==> src/rtl/fir_decim_fifo.sv <==
// Decimating sample FIFO behind a FIR output: keeps one of every DECIM valid
// samples and queues it for a ready/valid consumer, with a sticky drop flag.
module fir_decim_fifo #(
   parameter int DEPTH = 8,
   parameter int DECIM = 2
) (
   input  logic                       clk,
   input  logic                       rstn,
   input  logic                       in_valid,
   input  logic [3:0]                 in_data,
   output logic                       out_valid,
   input  logic                       out_ready,
   output logic [3:0]                 out_data,
   output logic [$clog2(DEPTH):0]     count,
   output logic                       full,
   output logic                       empty,
   output logic                       overflow,
   input  logic                       clr_ovf
);

   localparam int AW = $clog2(DEPTH);
   localparam int CW = AW + 1;
   localparam logic [CW-1:0] FULL_CNT = CW'(DEPTH);
   localparam logic [3:0]    PH_LAST  = 4'(DECIM - 1);

   logic [3:0]    r_mem [DEPTH];
   logic [AW-1:0] r_wptr;
   logic [AW-1:0] r_rptr;
   logic [CW-1:0] r_count;
   logic [3:0]    r_phase;
   logic          r_ovf;

   logic w_keep;
   logic w_pop;
   logic w_write;
   logic w_drop;
   logic w_full;
   logic w_empty;

   assign w_full  = (r_count == FULL_CNT);
   assign w_empty = (r_count == '0);
   assign w_keep  = in_valid && (r_phase == 4'd0);
   assign w_pop   = !w_empty && out_ready;
   // A full FIFO still accepts a kept sample when the head leaves this cycle.
   assign w_write = w_keep && (!w_full || w_pop);
   assign w_drop  = w_keep && w_full && !w_pop;

   always_ff @(posedge clk) begin
      if (!rstn) begin
         r_wptr  <= '0;
         r_rptr  <= '0;
         r_count <= '0;
         r_phase <= 4'd0;
         r_ovf   <= 1'b0;
      end else begin
         if (in_valid)
            r_phase <= (r_phase == PH_LAST) ? 4'd0 : r_phase + 4'd1;
         if (w_write)
            r_wptr <= r_wptr + 1'b1;
         if (w_pop)
            r_rptr <= r_rptr + 1'b1;
         case ({w_write, w_pop})
            2'b10:   r_count <= r_count + 1'b1;
            2'b01:   r_count <= r_count - 1'b1;
            default: r_count <= r_count;
         endcase
         if (w_drop)
            r_ovf <= 1'b1;
         else if (clr_ovf)
            r_ovf <= 1'b0;
      end
   end

   // Storage is deliberately not reset; it is only visible through a non-empty head.
   always_ff @(posedge clk) begin
      if (rstn && w_write)
         r_mem[r_wptr] <= in_data;
   end

   assign out_valid = !w_empty;
   assign out_data  = w_empty ? 4'b0000 : r_mem[r_rptr];
   assign count     = r_count;
   assign full      = w_full;
   assign empty     = w_empty;
   assign overflow  = r_ovf;

endmodule

==> config.mk <==
export PLATFORM = sky130hd
export DESIGN_NAME = fir_decim_fifo
export DESIGN_NICKNAME = d
export VERILOG_FILES = /design/src/rtl/fir_decim_fifo.sv
export SDC_FILE = /design/constraint.sdc
export NUM_CORES = 1
export LEC_CHECK = 0
export CAP_MARGIN = 20
export CORE_MARGIN = 1.5
export CORE_UTILIZATION = 56
export CTS_CLUSTER_DIAMETER = 200
export DETAILED_ROUTE_END_ITERATION = 10
export PLACE_DENSITY = 0.79
export SLEW_MARGIN = 20
export SYNTH_ARGS = -nofsm -noshare
export SYNTH_HDL_FRONTEND = slang
export SYNTH_SLANG_ARGS = --single-unit
==> constraint.sdc <==
create_clock -name clk -period 3.6 [get_ports clk]
set_input_delay 0.36 -clock clk [delete_from_list [all_inputs] [get_ports clk]]
set_output_delay 0.36 -clock clk [all_outputs]
set_load 0.05 [all_outputs]
* After elaboration in Yosys (flattened, before gate mapping)
Memories as Yosys holds them, arrays and structs flattened. A register that Yosys moved wholly into a read port is not among the register bits. Cells that the tools add are included. W data, S select, Z words.
Operators by class: add/subtract/negate cells 5, multipliers 0, divide/modulo/power cells 0, magnitude comparators 0, eq/ne operators 4, shift operators 0, mux-type cells 9, bitwise operators 0, reduce and logical (&&, ||, !) cells 14
Operators with widths (number):
- $add A4 B1 Y4 const B | 2
- $logic_not A4 Y1 | 2
- $mux W4 | 2
- $pmux W4 S2 | 1
- $add A3 B1 Y3 const B | 2
- $logic_and A1 B1 Y1 | 6
- $mux W3 | 2
- $eq A4 B1 Y1 const B | 1
- $eq A4 B4 Y1 const B | 1
- $mux W1 | 4
- $reduce_bool A2 Y1 | 2
- $sub A4 B1 Y4 const B | 1
- $logic_not A1 Y1 | 3
- $eq A2 B1 Y1 const B | 1
- $eq A2 B2 Y1 const B | 1
- $logic_or A1 B1 Y1 | 1
Storage, ports and cells: flip-flop bits (word level) 15, bits in latches 0, memory bits (writable) 32, bits in read-only memories 0, output and inout bits 12, word-level logic and storage cells 38, memories kept 1
Memories:
- r_mem | words 8, bits a word 4, read ports 1, clocked after Yosys merged registers in 1, wr ports 1, RTL line 26 | logic [3:0] r_mem [DEPTH];

* Longest topological paths before layout
Gate-level depths: netlist of the first run.
depth in word-level cells 8, mapped depth 11, depth with buffers taken out 10

* Least setup slack after synthesis of the first run
OpenSTA, ideal clock, no wires.
kind reg2reg, start reg r_count[3], in the netlist count[3], end reg r_count[2], in the netlist count[2], arrival time 4197 ps, required time 3524 ps, slack -672 ps, cell stages (with the launch flop) 11, path buffers 1, cell sequence dfxtp_1 nor4b_1 a211o_1 buf_2 ha_1 xor2_1 ha_1 a21oi_1 xor2_1 or3_1 a21boi_0
On the way: elaborated cells between the ends (all ways) 11, those cells by class eq/ne (3); mux (1); reduce/logical (7)
RTL lines:
- start: declaration | RTL line 29 | logic [CW-1:0] r_count;
- start signal: assignment | RTL line 63 | 2'b10: r_count <= r_count + 1'b1;
- start signal: assignment | RTL line 64 | 2'b01: r_count <= r_count - 1'b1;
- start signal: assignment | RTL line 65 | default: r_count <= r_count;
- $eq A4 B4 Y1 (*) | RTL line 40 | assign w_full = (r_count == FULL_CNT);
- net full | RTL line 15 | output logic full,
- $logic_not A1 Y1 (*) | RTL line 45 | assign w_write = w_keep && (!w_full || w_pop);
- $logic_or A1 B1 Y1 (*) | RTL line 45
- $logic_and A1 B1 Y1 (*) | RTL line 45
- $eq A2 B1 Y1 / $eq A2 B2 Y1 (equally long branches) | RTL line 62 | case ({w_write, w_pop})
- $pmux W4 S2 / $reduce_bool A2 Y1 (equally long branches)
Mark *: on every way through the listed nets, which the timed path passes. The rest lies on a longest branch. A chain may end at the register's enable or synchronous reset.

* Worst setup path in the final report of the first run
start in in_valid, end reg r_count[2], in the netlist count[2]
On the way: word-level cells in the longest chain between the ends 4, elaborated cells between the ends (all ways) 6, those cells by class eq/ne (2); mux (1); reduce/logical (3)
Ends and longest elaborated chain:
- start: declaration | RTL line 9 | input logic in_valid,
- $logic_and A1 B1 Y1 (*) | RTL line 42 | assign w_keep = in_valid && (r_phase == 4'd0);
- $logic_and A1 B1 Y1 (*) | RTL line 45
- $eq A2 B1 Y1 / $eq A2 B2 Y1 (equally long branches) | RTL line 62
- $pmux W4 S2 / $reduce_bool A2 Y1 (equally long branches)
Mark *: on every way between the ends. The rest lies on a longest branch, timed or not.

==> results of run 1 <==
-- logic make-up after synthesis --
logic type,count (synthesis)
muxes,14
AOI/OAI and AO/OA,14
adders and majority gates,5
buffers and inverters,13
xor gates and xnor gates,8
and+or+nand+nor,51
DFF,50
-- per-stage QoR --
step	setup WS (ps)	instances	total power (µW)	utilization (%)
floorplan	125.7	155	1274	-
CTS	566.3	229	1984	69.51
finish	546.8	229	1968	69.51
global placement	395.5	221	1487	65.62
global route	325.5	229	2057	69.51
detailed placement	230.5	221	1517	65.62
-- final timing paths --
path	from	end	slack [ps]	cells past startpoint
setup reg to reg	r_phase[3]	count[2]	740	9
setup / recovery	in_valid	count[2]	550	10
hold / removal	r_rptr[1]	r_rptr[1]	510	2
hold reg to reg	r_rptr[1]	r_rptr[1]	510	2
-- layout make-up --
class,count,area (µm²)
Tap cell,48,60.06
Timing Repair Buffer,25,237.7
Multi-Input combinational cell,92,760.7
Sequential cell,50,1321
Fill cell,255,1116
Clock buffer,6,82.58
Clock inverter,2,60.06
Inverter,6,22.52
-- synthesized netlist by cell type, types with 2 or more instances --
cell,number
sky130_fd_sc_hd__inv_1,6
sky130_fd_sc_hd__nor3_1,3
sky130_fd_sc_hd__nor2_1,6
sky130_fd_sc_hd__or3_1,2
sky130_fd_sc_hd__nand3_1,6
sky130_fd_sc_hd__edfxtp_1,32
sky130_fd_sc_hd__and2_1,8
sky130_fd_sc_hd__nor4_1,3
sky130_fd_sc_hd__clkbuf_1,4
sky130_fd_sc_hd__o21ai_0,3
sky130_fd_sc_hd__xor2_1,3
sky130_fd_sc_hd__mux2i_1,6
sky130_fd_sc_hd__dfxtp_1,18
sky130_fd_sc_hd__mux4_2,8
sky130_fd_sc_hd__buf_2,2
sky130_fd_sc_hd__xnor2_1,5
sky130_fd_sc_hd__a211o_1,2
sky130_fd_sc_hd__ha_1,5
sky130_fd_sc_hd__nand2_1,10
sky130_fd_sc_hd__nand2b_1,3
sky130_fd_sc_hd__a21oi_1,3
sky130_fd_sc_hd__a21boi_0,3
-- worst max-delay path: stages --
cell and delay, ps:
sky130_fd_sc_hd__clkdlybuf4s50_1 540, sky130_fd_sc_hd__or4b_1 470, sky130_fd_sc_hd__a211o_1 440, sky130_fd_sc_hd__ha_1 330, sky130_fd_sc_hd__xor2_1 190, sky130_fd_sc_hd__ha_1 200, sky130_fd_sc_hd__a21oi_1 180, sky130_fd_sc_hd__xor2_1 100
sky130_fd_sc_hd__or3_1 310, sky130_fd_sc_hd__a21boi_0 160
-- power groups by stage --
stage               Sequential, µW  Combinational (µW)  Clock [µW]
floorplan                      770                 504           0
global placement               730                 757           0
detailed placement             734                 783           0
CTS                            722                 784         479
global route                   731                 826         500
finish                         721                 775         472
-- registers in the layout (all words and copies together), names as in the netlist, named ones only --
signal    flops
count         4
r_rptr        3
r_mem        32
r_wptr        3
r_phase       4
overflow      1
-- routing by layer --
| metal | track usage, % | vias to the layer above | routed length [µm] |
|---|---|---|---|
| met2 | 36.46 | 19 | 2013 |
| met5 | 0 | - | 0 |
| met1 | 25.98 | 614 | 1640 |
| met3 | 4.861 | 6 | 111 |
| li1 | - | 622 | - |
| met4 | 5.851 | 0 | 46 |
==> Flow_metrics.wiki, run 1 <==
{| class="wikitable"
! Metric !! Value
|-
| Result of the run || completed
|-
| Largest buffer count on any clock path || 2
|-
| Switching portion of total power || 37.12%
|-
| Power density normalized to cell area || 773.5 mW/mm²
|-
| Starting DRT DRC Count || 45
|-
| Critical path fanouts, max || 13
|-
| Clock slew at the register clock pins of the worst setup and hold paths || 90 ps
|-
| Total of cells resized after clock tree synthesis || 0
|-
| Remaining antenna violation count || 0
|-
| Avg WL per Cell || 16.64 µm
|-
| Hold_ws || 506.3 ps
|-
| Worst endpoint data arrival time || 3280 ps
|-
| Min-Delay Path Class || register to register
|-
| Area fraction in and, or, nand and nor cells after synthesis || 13.53%
|-
| Main combinational cell family by area after synthesis || simple AND/OR/NAND/NOR gates
|-
| Post-DR vias/cell || 5.507
|-
| Comb pwr share || 39.4%
|-
| Number of flops mapped to enable cells by yosys || 32
|-
| Layout cells sized above 1 || 13.26%
|-
| Xor/xnor cell area share of the yosys netlist || 3.294%
|-
| Post-Synthesis Net Count || 169
|-
| Slew Limit Headroom || 52.99%
|-
| Top area cells in the synthesized netlist || sky130_fd_sc_hd__edfxtp_1 (45%), sky130_fd_sc_hd__dfxtp_1 (17%), sky130_fd_sc_hd__mux4_2 (8.5%), sky130_fd_sc_hd__ha_1 (2.9%), sky130_fd_sc_hd__mux2i_1 (2.8%)
|-
| Largest clock skew in the final design || 6.380 ps
|-
| Post-CTS setup buffer count || 0
|-
| CTS tree || done
|-
| Most common cell after layout, fill and taps aside || sky130_fd_sc_hd__edfxtp_1
|-
| Synthesized-area fraction occupied by ao, oa, aoi and oai cells || 4.412%
|-
| Req. time, crit path || 3830 ps
|-
| Multiplexer share of the synthesized area || 11.29%
|-
| Async SR Flop Fraction || 0%
|-
| Number of hold-slack violations in the final timing report || 0
|-
| Worst IR Drop VDD || 0.4443 mV
|-
| Largest area contributor in the synthesized netlist || sky130_fd_sc_hd__edfxtp_1
|-
| Area of the die || 0.004177 mm²
|-
| Transition time at the pin with the least slew margin || 702.9 ps
|-
| Total via count after detailed routing || 1261
|-
| Core Footprint || 0.003661 mm²
|-
| Portion of total power attributed to the clock network || 24.0%
|-
| Setup repair after global routing missed its margin || no
|-
| Starting density of the core || 58.10%
|-
| First-pass DRT Iterations || 4
|-
| Die extent in x || 64.63 µm
|-
| Final clock period utilization by the worst path || 84.81%
|-
| Top-level I/O count || 21
|-
| Number of clock buffers inserted by TritonCTS || 5
|-
| Ant. Diodes || 0
|-
| Leakage power total || 0.0008616 µW
|-
| Global-route wire length before repair || 6.423 mm
|-
| Mean post-synth cell area || 13.72 µm²
|-
| Int Power || 1238 µW
|-
| Setup violators final || 0
|-
| DRC violations left || 0
|-
| Cells after synthesis || 155
|-
| Fraction of the yosys area taken by sequential cells || 62.12%
|-
| Max Clock Freq || 0.3275 GHz
|-
| Clock latency of the later-clocked register in the worst-skew pair || 300 ps
|-
| Number of core rows || 22
|-
| Number of max-slew violations in the final report || 0
|-
| Worst Setup Start Kind || primary input
|-
| H-tree levels || 2
|-
| Most frequent cells in the layout || sky130_fd_sc_hd__edfxtp_1 (32), sky130_fd_sc_hd__clkdlybuf4s50_1 (20), sky130_fd_sc_hd__dfxtp_1 (18), sky130_fd_sc_hd__nand2_1 (10)
|-
| Post-layout min period || 3053 ps
|-
| Switching power || 730.6 µW
|-
| Total wirelength of the detailed-routed design || 3.810 mm
|-
| Global placer's final weighted congestion || 0.7170
|-
| Remaining Overflow, GRT || 0
|-
| Netlist Area Pre-Place || 0.002127 mm²
|-
| Part of the total power dissipated in sequential elements || 36.6%
|-
| Max cap viols || 0
|-
| Number of buffers inserted by port buffering || 20
|-
| Synth top area share || 45.18%
|-
| Vias in the first global route || 1341
|-
| Hold bufs inserted after CTS || 0
|-
| Number of nets in the finished design || 194
|-
| Maximum number of pins on one net before global-route repair || 24
|-
| Vertical extent of the die || 64.63 µm
|-
| Type of destination of the critical path || register
|-
| Syn. warnings || 0
|-
| Seq cells post-synth || 50
|-
| Post-Layout Inst Area || 0.002545 mm²
|-
| Adder and majority cell fraction of the synthesized area || 2.941%
|-
| Total global routing track utilization || 20.83%
|-
| Total negative slack || 0 ps
|-
| Yosys cell types || 36
|-
| Detailed placer's ending HPWL || 2.748 mm
|-
| Primary FF master, synth || sky130_fd_sc_hd__edfxtp_1
|-
| Clk sink count || 50
|-
| Crit Path Category || primary input to register
|-
| Area Growth Syn to Fin || 19.65%
|-
| Post-place instance area || 0.002402 mm²
|-
| Initial antenna violation count || 0
|-
| Root Buffer Master || sky130_fd_sc_hd__clkbuf_8
|}
(Power assumes the default switching activity.)
==> inputs of run 2 (changes only) <==
- CORE_UTILIZATION: 56 -> 50
- PLACE_DENSITY: 0.79 -> 0.74
- clock period: 3.6 -> 2.78 ns (I/O delays scaled with it)
==> run 2 against run 1 <==
- critical path depth decreased by 6
- global-route usage decreased by 2.2 points
- hold slack improved by 4.4 ps
- sequential share of layout area decreased by 0.30 points
- utilization decreased by 5.8 points
- largest cell class unchanged
==> Flow_metrics.wiki, run 2 (synthesis gave the netlist of run 1 again) <==
{| class="wikitable"
! Metric !! Value
|-
| Result of the run || completed
|-
| Number of core rows || 23
|-
| Register with the most flip-flops || r_mem
|-
| Placed cell count || 232
|-
| Delay contributed by the slowest stage of the critical path || 820 ps
|-
| Switching portion of total power || 39.47%
|-
| R2R Setup Slk || 220 ps
|-
| Global-route wire length before repair || 6.113 mm
|-
| Part of the total power dissipated in sequential elements || 38.8%
|-
| Post-CTS setup buffer count || 0
|-
| Ant. Diodes || 0
|-
| Source of the worst register-to-register timing path || r_phase[0]
|-
| Max Clock Freq || 0.3800 GHz
|-
| Worst IR Drop VDD || 0.5316 mV
|-
| Area of the die || 0.004655 mm²
|-
| Critical-path cell list || or4_1, buf_4, inv_1, clkdlybuf4s50_1
|-
| Power density normalized to cell area || 936.0 mW/mm²
|-
| Global placer's final weighted congestion || 0.7435
|-
| Worst reg-to-reg path cell count || 9
|-
| Post-layout min period || 2631 ps
|-
| Area of combinational cells with multiple inputs || 772.0 µm²
|-
| Total global routing track utilization || 18.63%
|-
| Most common cell after layout, fill and taps aside || sky130_fd_sc_hd__edfxtp_1
|-
| Max cap viols || 0
|-
| Layout cells sized above 1 || 19.47%
|-
| Largest clock skew in the final design || 10.02 ps
|-
| Starting DRT DRC Count || 138
|-
| Transition time at the pin with the least slew margin || 496.1 ps
|-
| Area Growth Syn to Fin || 21.47%
|-
| DRC violations left || 0
|-
| Req. time, crit path || 2500 ps
|-
| Maximum number of pins on one net before global-route repair || 20
|-
| Detailed placer's ending HPWL || 2.793 mm
|-
| CTS tree || done
|-
| Critical path fanouts, max || 8
|-
| Capturing point of the worst reg2reg path || count[2]
|-
| Fraction of the core area covered by cells at the end of the flow || 63.68%
|-
| Number of hold-slack violations in the final timing report || 0
|-
| Number of buffers and inverters on the critical path || 3
|-
| Worst endpoint data arrival time || 2350 ps
|-
| Count of filler cells inserted in the layout || 300
|-
| Setup repair after global routing missed its margin || no
|-
| Hold path endpoint || count[3]
|-
| First-pass DRT Iterations || 4
|-
| H-tree levels || 2
|-
| Crit Path Category || register to primary output
|-
| Clock latency of the later-clocked register in the worst-skew pair || 300 ps
|-
| Start point of the critical path || count[2]
|-
| Min-Delay Path Class || register to register
|-
| Worst Setup Start Kind || register
|-
| Hold bufs inserted after CTS || 0
|-
| Remaining Overflow, GRT || 0
|-
| Clk sink count || 50
|-
| Number of cells on the worst hold path || 2
|-
| Portion of total power attributed to the clock network || 16.8%
|-
| Root Buffer Master || sky130_fd_sc_hd__clkbuf_8
|-
| Vias in the first global route || 1324
|-
| Int Power || 1464 µW
|-
| Library cell contributing the largest single delay on the critical path || sky130_fd_sc_hd__clkdlybuf4s50_1
|-
| Total of cells resized after clock tree synthesis || 0
|-
| Largest buffer count on any clock path || 2
|-
| Total via count after detailed routing || 1314
|-
| Leakage power total || 0.0008749 µW
|-
| Core Footprint || 0.004058 mm²
|-
| Remaining antenna violation count || 0
|-
| Switching power || 954.5 µW
|-
| Avg WL per Cell || 15.68 µm
|-
| Max FFs per register || 32
|-
| Type of destination of the critical path || primary output
|-
| Comb pwr share || 44.4%
|-
| Number of non-filler instances in the completed layout || 240
|-
| Initial antenna violation count || 0
|-
| Slew Limit Headroom || 66.82%
|-
| Number of nets in the finished design || 203
|-
| Vertical extent of the die || 68.23 µm
|-
| Most frequent cells in the layout || sky130_fd_sc_hd__edfxtp_1 (32), sky130_fd_sc_hd__clkdlybuf4s50_1 (20), sky130_fd_sc_hd__dfxtp_1 (14), sky130_fd_sc_hd__buf_4 (14), sky130_fd_sc_hd__nand2_1 (10)
|-
| Clock slew at the register clock pins of the worst setup and hold paths || 80 ps
|-
| Top-level I/O count || 21
|-
| Number of clock buffers inserted by TritonCTS || 5
|-
| Setup violators final || 0
|-
| Number of buffers inserted by port buffering || 20
|-
| Post-DR vias/cell || 5.475
|-
| Number of max-slew violations in the final report || 0
|-
| Start point of the worst min-delay path || count[3]
|-
| Final clock period utilization by the worst path || 94.65%
|-
| CP top delay family || buffers and inverters
|-
| Storage cell area || 0.001334 mm²
|-
| Total wirelength of the detailed-routed design || 3.764 mm
|-
| Starting density of the core || 52.42%
|-
| Die extent in x || 68.23 µm
|}
-- run 2: changes by cell type in the layout (fill, tap and decap cells not counted), sizes merged --
cell	change
clkinvlp	+2
buf	+9
bufinv	-2
-- run 2: worst max path at each step --
stage / to / slack (ps) / depth (start not counted)
CTS: empty / 130 / 4
floorplan: count[2] / 20 / 10
finish: empty / 150 / 4
global placement: count[2] / 4 / 10
detailed placement: count[2] / -140 / 10
global route: empty / 50 / 4
-- run 2: power groups by stage --
stage | Sequential (µW) | Clock [µW] | Combinational [µW]
2_1_floorplan | 1020 | 0 | 666
3_3_place_gp | 949 | 0 | 1060
3_5_place_dp | 953 | 0 | 1080
4_1_cts | 937 | 421 | 1080
5_1_grt | 949 | 445 | 1150
6_report | 938 | 407 | 1070
-- run 2: layer usage --
| metal | global-route usage, % | part of all wire, % | wire length, µm |
|---|---|---|---|
| met5 | 0 | 0 | 0 |
| met1 | 21.58 | 43 | 1632 |
| met2 | 31.92 | 51 | 1912 |
| met3 | 4.770 | 3.9 | 145 |
| met4 | 9.250 | 1.9 | 73 |
-- run 2: layout make-up --
class	instances	area share, %
sequential	50	51.62
inverter	6	0.8717
tap	50	2.421
timing repair buffer	34	11.82
clock inverter	2	0.5811
multi-input combinational	92	29.88
clock buffer	6	2.809
-- run 2: through the flow --
| step | TNS, ps | power, µW | hold slack [ps] | setup WS [ps] | cell area [µm²] |
|---|---|---|---|---|---|
| after floorplan | 0 | 1684 | 376.9 | 16.40 | 2161 |
| after global placement | 0 | 2013 | 479.4 | 4.251 | 2496 |
| after detailed placement | -215.6 | 2034 | 498.9 | -137.1 | 2496 |
| after CTS | 0 | 2442 | 514.4 | 125.1 | 2584 |
| after global routing | 0 | 2543 | 540.5 | 51.00 | 2584 |
| final | 0 | 2418 | 510.7 | 148.7 | 2584 |
-- run 2: tightest hold or removal path, cell delays in order (launching register included) --
cell and delay, ps:
sky130_fd_sc_hd__dfxtp_4 360, sky130_fd_sc_hd__nand2_1 50, sky130_fd_sc_hd__mux2i_1 60
